### src/rtl/sync_frame_tx.sv
// Serial frame transmitter: sync marker, MSB-first payload, optional even-parity bit.
// Optional parity stage is enabled by defining SYNC_FRAME_TX_PARITY_EN.
module sync_frame_tx #(
  parameter int unsigned          DATA_WIDTH   = 8,
  parameter int unsigned          SYNC_LEN     = 4,
  parameter logic [SYNC_LEN-1:0]  SYNC_PATTERN = 4'b1101
) (
  input  logic                  clk,
  input  logic                  n_rst,
  input  logic                  bit_en,
  input  logic                  tx_start,
  input  logic [DATA_WIDTH-1:0] tx_data,
  output logic                  serial_out,
  output logic                  tx_busy,
  output logic                  tx_done
);

  localparam int unsigned FrameW = SYNC_LEN + DATA_WIDTH;
  localparam int unsigned MaxLen = (SYNC_LEN > DATA_WIDTH) ? SYNC_LEN : DATA_WIDTH;
  localparam int unsigned CntW   = $clog2(MaxLen + 1);
  localparam logic [CntW-1:0] SyncLast = CntW'(SYNC_LEN - 1);
  localparam logic [CntW-1:0] DataLast = CntW'(DATA_WIDTH - 1);

`ifdef SYNC_FRAME_TX_PARITY_EN
  typedef enum logic [1:0] {StIdle, StSync, StData, StParity} state_e;
`else
  typedef enum logic [1:0] {StIdle, StSync, StData} state_e;
`endif

  state_e              state_q, state_d;
  logic [FrameW-1:0]   frame_q, frame_d;
  logic [CntW-1:0]     cnt_q, cnt_d;
  logic                serial_q, serial_d;
  logic                busy_q, busy_d;
  logic                done_q, done_d;
`ifdef SYNC_FRAME_TX_PARITY_EN
  logic                parity_q, parity_d;
`endif

  // Marker and payload share one shift register; its MSB is always the bit on the line.
  always_comb begin
    state_d = state_q;
    frame_d = frame_q;
    cnt_d   = cnt_q;
`ifdef SYNC_FRAME_TX_PARITY_EN
    parity_d = parity_q;
`endif
    unique case (state_q)
      StIdle: begin
        if (tx_start) begin
          frame_d = {SYNC_PATTERN, tx_data};
          cnt_d   = '0;
          state_d = StSync;
`ifdef SYNC_FRAME_TX_PARITY_EN
          parity_d = ^tx_data;
`endif
        end
      end
      StSync: begin
        if (bit_en) begin
          frame_d = {frame_q[FrameW-2:0], 1'b0};
          if (cnt_q == SyncLast) begin
            cnt_d   = '0;
            state_d = StData;
          end else begin
            cnt_d = cnt_q + CntW'(1);
          end
        end
      end
      StData: begin
        if (bit_en) begin
          frame_d = {frame_q[FrameW-2:0], 1'b0};
          if (cnt_q == DataLast) begin
            cnt_d = '0;
`ifdef SYNC_FRAME_TX_PARITY_EN
            state_d = StParity;
`else
            state_d = StIdle;
`endif
          end else begin
            cnt_d = cnt_q + CntW'(1);
          end
        end
      end
`ifdef SYNC_FRAME_TX_PARITY_EN
      StParity: begin
        if (bit_en) state_d = StIdle;
      end
`endif
      default: state_d = StIdle;
    endcase
  end

  // Outputs are computed from the next state so they appear registered with no extra lag.
  always_comb begin
    serial_d = 1'b0;
    busy_d   = (state_d != StIdle);
    done_d   = (state_q != StIdle) && (state_d == StIdle);
    case (state_d)
      StSync, StData: serial_d = frame_d[FrameW-1];
`ifdef SYNC_FRAME_TX_PARITY_EN
      StParity:       serial_d = parity_d;
`endif
      default:        serial_d = 1'b0;
    endcase
  end

  always_ff @(posedge clk or negedge n_rst) begin
    if (!n_rst) begin
      state_q  <= StIdle;
      frame_q  <= '0;
      cnt_q    <= '0;
      serial_q <= 1'b0;
      busy_q   <= 1'b0;
      done_q   <= 1'b0;
`ifdef SYNC_FRAME_TX_PARITY_EN
      parity_q <= 1'b0;
`endif
    end else begin
      state_q  <= state_d;
      frame_q  <= frame_d;
      cnt_q    <= cnt_d;
      serial_q <= serial_d;
      busy_q   <= busy_d;
      done_q   <= done_d;
`ifdef SYNC_FRAME_TX_PARITY_EN
      parity_q <= parity_d;
`endif
    end
  end

  assign serial_out = serial_q;
  assign tx_busy    = busy_q;
  assign tx_done    = done_q;

endmodule

### config.mk
export PLATFORM = sky130hd
export DESIGN_NAME = sync_frame_tx
export DESIGN_NICKNAME = d
export VERILOG_FILES = /design/src/rtl/sync_frame_tx.sv
export SDC_FILE = /design/constraint.sdc
export NUM_CORES = 1
export LEC_CHECK = 0
export ABC_AREA = 1
export CORE_UTILIZATION = 49
export CTS_CLUSTER_SIZE = 25
export DETAILED_ROUTE_END_ITERATION = 8
export PLACE_DENSITY = 0.78
export SLEW_MARGIN = 20
export SYNTH_ARGS = -nofsm -noshare
export SYNTH_HDL_FRONTEND = slang
export SYNTH_SLANG_ARGS = --single-unit
export TNS_END_PERCENT = 1
### constraint.sdc
create_clock -name clk -period 1.6 [get_ports clk]
set_input_delay 0.48 -clock clk [delete_from_list [all_inputs] [get_ports clk]]
set_output_delay 0.48 -clock clk [all_outputs]
set_load 0.01 [all_outputs]
[After elaboration in Yosys (flattened, before gate mapping)]
Cells that the tools add are included.
Operators by class
  eq/ne operators: 10
  div/mod/pow operators: 0
  $lt $le $gt $ge: 0
  $add $sub $neg: 1
  reduce and logical (&&, ||, !) cells: 11
  multipliers: 0
  shift-type cells: 0
  bitwise gates (word level): 0
  muxes and demuxes: 16
Operators with widths (count)
  two-way mux 12 bit: 2
  case mux 12 bit (2 select lines): 1
  two-way mux 4 bit: 5
  case mux 4 bit (3 select lines): 1
  two-way mux 2 bit: 5
  inequality test 2 bit, second input constant: 3
  case mux 2 bit (3 select lines): 1
  nonzero test 2 bit: 3
  adder 4 x 1 -> 4 bit, second input constant: 1
  == test 2 x 1 -> 1 bit, second input constant: 2
  == test 2 bit, second input constant: 2
  == test 4 x 2 -> 1 bit, second input constant: 1
  == test 4 x 3 -> 1 bit, second input constant: 1
  logical NOT 2 bit: 2
  AND reduction 4 bit: 1
  OR reduction 2 bit: 2
  AND reduction 3 bit: 1
  nonzero test 3 bit: 1
  inequality test 2 x 1 -> 1 bit, second input constant: 1
  logical AND 1 bit: 1
  two-way mux 1 bit: 1
Storage, ports and cells
  bits in latches: 0
  RAM bits: 0
  input bits: 12
  ROM bits: 0
  output and inout bits: 3
  memories: 0
  register bits: 21

[Depth between registers and ports, before layout]
  word-level depth: 7
  mapped depth: 8

[Worst setup path after synthesis]
No wires, ideal clock.
  path type: flip-flop to flip-flop
  from: reg state_q[0]
  to: reg serial_q, in the netlist serial_out
  cell stages (with the launch flop): 8
  arrival: 1.389 ns
  path buffers: 0
  setup slack: 0.086 ns
  cells stage by stage: dfrtp_1 inv_1 ha_1 nand2_2 a21oi_1 nand2_1 ha_1 a21boi_1
On the way
  cells in the longest elaborated chain, start to end: 6
Ends and longest elaborated chain
  start, declared: RTL line 30  | state_e state_q, state_d;
  start signal, assigned: RTL line 110  | state_q <= StIdle;
  start signal, assigned: RTL line 120  | state_q <= state_d;
  two-way mux 2 bit (on tied branches): RTL line 73, 62
  two-way mux 2 bit (on tied branches): RTL line 71, 60
  case mux 2 bit (3 select lines): RTL line 48  | unique case (state_q)
  == test 2 x 1 -> 1 bit or == test 2 bit (tied branches): RTL line 99  | case (state_d)
  OR reduction 2 bit: RTL line 99
  two-way mux 1 bit *: RTL line 99
  net serial_d: RTL line 33  | logic serial_q, serial_d;
  end signal, assigned: RTL line 123  | serial_q <= serial_d;
  end, declared: RTL line 33
Mark *: on every way through the listed nets, which the timed path passes. The rest lies on a longest branch.
A chain may end at the register's enable or synchronous reset.

[Worst setup path after layout]
  from: reg state_q[1]
  to: reg serial_q, in the netlist serial_out
Same word-level chain as after synthesis.

==> impl_results.md <==
- Pwr dens: 1430 nW/µm²
- Routed Antenna Nets: 0
- H-Tree Level Count: 1
- Combinational fraction of design power: 55.8%
- Reg power frac: 33.2%
- Worst-path fanout max: 5
- Total Wirelength: 2750 µm
- Initial Util: 52.3%
- Syn Nets: 177
- Rows: 18
- Hold Crit Class: register to register
- F_max: 639 MHz
- Critical Path Sink Type: register
- Vias in the first global route: 1072
- Clock Skew: 3.21 ps
- Slew HR: 81.7%
- Tcrit/Tclk final: 97.9%
- Number of stages on the worst setup path: 7
- Routed len/inst: 12.3 µm
- Vias per Instance: 4.96
- Clock-pin slew on the worst setup and hold paths: 120 ps
- Critical Path Sink: serial_out
- Arrival time at the worst endpoint: 1770 ps
- Crit path launch: state_q[1]
- Pwr Total: 2.39 mW
- Worst Path Buf+Inv: 1
- RR Startpoint: state_q[1]
- Post-synthesis sequential area ratio: 40.5%
- Tmin final: 1570 ps
- CTS Buf Count: 3
- Slowest library cell on the worst path: dfrtp_1
- Clock sink count: 21
- Setup_tns: 0 ps
- R2r setup slk: 30 ps
- IO buf count: 14
- Post-synth top area cell: dfrtp_1
- Setup violators final: 0
- LEAKAGE: 0.836 nW
- GPL Wtd Cong: 0.852
- Library cells used by synthesis: 21
- Int Pwr: 1.39 mW
- WL met1: 1210 µm
- Crit Path Class: register to register
- CTS Root Buffer Type: clkbuf_4
- WP data required: 1810 ps
- Number of antenna violations at the first check in global routing: 0
- Area contributors post-synth: dfrtp_1 (41%), nand2_1 (10%), o21ai_2 (7.4%)
- Unrepaired setup endpoints after global routing: true
- Gr usage total: 22.8%
- IR drop worst, VDD: 0.908 mV
- Max-cap viol count: 0
- Clk Latency, worst-skew pair: 310 ps
- Slew @ Worst Pin: 274 ps
- Die X: 53.4 µm
- Total grt overflow: 0
- Post-DP HPWL: 2060 µm
- Top Metal Used: met4
- DR pass1 iterations: 4
- Chip height: 53.4 µm
- DR WL met3: 50 µm
- Hold Startpoint: frame_q[11]
- CP cell instances: inv_2 -> ha_2 -> nand2_2 -> a21oi_1 -> nand2_1 -> ha_1 -> a21boi_1
- First-pass GRT wire length: 4600 µm
- Post-layout util: 67.7%
- Nets: 212
- CTS tree: done
- Delay-heaviest family, CP: adder cells
- Avg Synthesized Cell Area: 8.15 µm²
- Number of remaining DRC errors: 0
- N_diodes: 0
- Share of cells above drive strength 1: 32.6%
- Startpoint Class: register
- Clock power frac: 11.0%
- Die area: 2860 µm²
- Switching portion of total power: 42.0%
- Core Box Area: 2480 µm²
- DR vias: 1105
- YS warnings: 0
- Max Transition Viols Final: 0
- Number of DRC markers in iteration 0: 7
- Layout Area Growth over Synthesis: 29.4%
- Critical R2R Capture: serial_out
- I/O pin count: 15
- Cells after Synth: 159
- Clk buf depth: 2
- Hold Violations, Final: 0
- Critical path's largest stage delay: 430 ps
- Met2 Wirelength: 1460 µm
- Status: complete, no violations
- Reg2reg path depth: 7
- Switching pwr: 1.01 mW
- Synth top area share: 40.5%
- #FFs+latches synth: 21
- Post-Syn Area: 1300 µm²
- Pin count of the biggest net entering global routing: 22
## power by group through the flow
stage | Combinational, mW | Sequential, mW | Clock [mW]
detailed placement | 1.32 | 0.802 | 0
floorplan | 0.865 | 0.808 | 0
global placement | 1.28 | 0.792 | 0
finish | 1.34 | 0.796 | 0.263
CTS | 1.30 | 0.788 | 0.273
global route | 1.49 | 0.811 | 0.284
## cells in the mapped netlist (all sizes together)
cell type  number
nand2          39
buf             2
o21bai          1
nand3          20
nand4           1
ha              6
a21boi          1
a21oi           3
inv            30
dfrtp          21
o22ai           1
o21ai          24
nor2            9
clkbuf          1
## metal layers
layer / GRT usage [%] / up-vias
met5: 0 / -
met4: 11.0 / 0
met3: 2.87 / 4
met2: 42.1 / 13
met1: 25.1 / 515
li1: - / 573
## flip-flops by register name (all words and copies together), names as in the netlist
| signal | flops |
|---|---|
| cnt_q | 4 |
| frame_q | 12 |
| serial_out | 1 |
| state_q | 2 |
| tx_busy | 1 |
| tx_done | 1 |
## layout make-up
cell class,count,area (µm²)
fill,224,800
multi-input combinational,105,682
sequential,21,526
timing repair buffer,33,294
inverter,30,113
tap,30,37.5
clock buffer,4,26.3
## per-stage QoR
step | cells | instance area (µm²) | hold slack (ps) | setup slack [ps]
final | 223 | 1680 | 508 | 34.0
after global placement | 217 | 1580 | 485 | -284
after floorplan | 159 | 1300 | 184 | 86.5
after detailed placement | 217 | 1580 | 477 | -334
after global routing | 223 | 1680 | 548 | -25.7
after CTS | 221 | 1610 | 511 | -29.9
## worst min-delay path, cell delays in order (launching register included)
cell	delay [ps]
dfrtp_1	340
o21ai_1	70
nand2_1	70
## worst min-delay path by stage
stage / endpoint / slack, ps / cells after the start
4_1_cts: frame_q[1] / 510 / 2
2_1_floorplan: cnt_q[0] / 180 / 0
6_report: frame_q[11] / 510 / 2
3_3_place_gp: frame_q[11] / 480 / 2
5_1_grt: frame_q[11] / 550 / 2
3_5_place_dp: frame_q[11] / 480 / 2
## kinds of logic (layout without fill, tap and decap cells)
logic type      count (synthesis)  in the layout  synth area share (%)
simple gates                   69             69                  26.9
flops                          21             21                  40.5
fa+ha+maj                       6              6                  5.79
buf+inv                        33             67                  11.0
compound gates                 30             30                  15.7
## placed cells by master (no fill, tap or decap), drive strengths merged
cell and count:
ha 6, buf 19, dlymetal6s2s 1, o21ai 24, nand3 20, nand4 1, clkdlybuf4s50 10, o22ai 1
clkbuf 4, dlygate4sd2 3, nor2 9, nand2 39, dfrtp 21, a21oi 3, a21boi 1, inv 30
o21bai 1
## repair_timing
action                                 4_1_cts  5_1_grt
gates resized for setup                      4       17
cloned                                       0        0
hold buffers                                 0        0
buffers inserted                             0        2
endpoints found under the hold margin        0        0
setup endpoints to repair                    6       16
pin swaps                                    0        4
(Power assumes the default switching activity.)
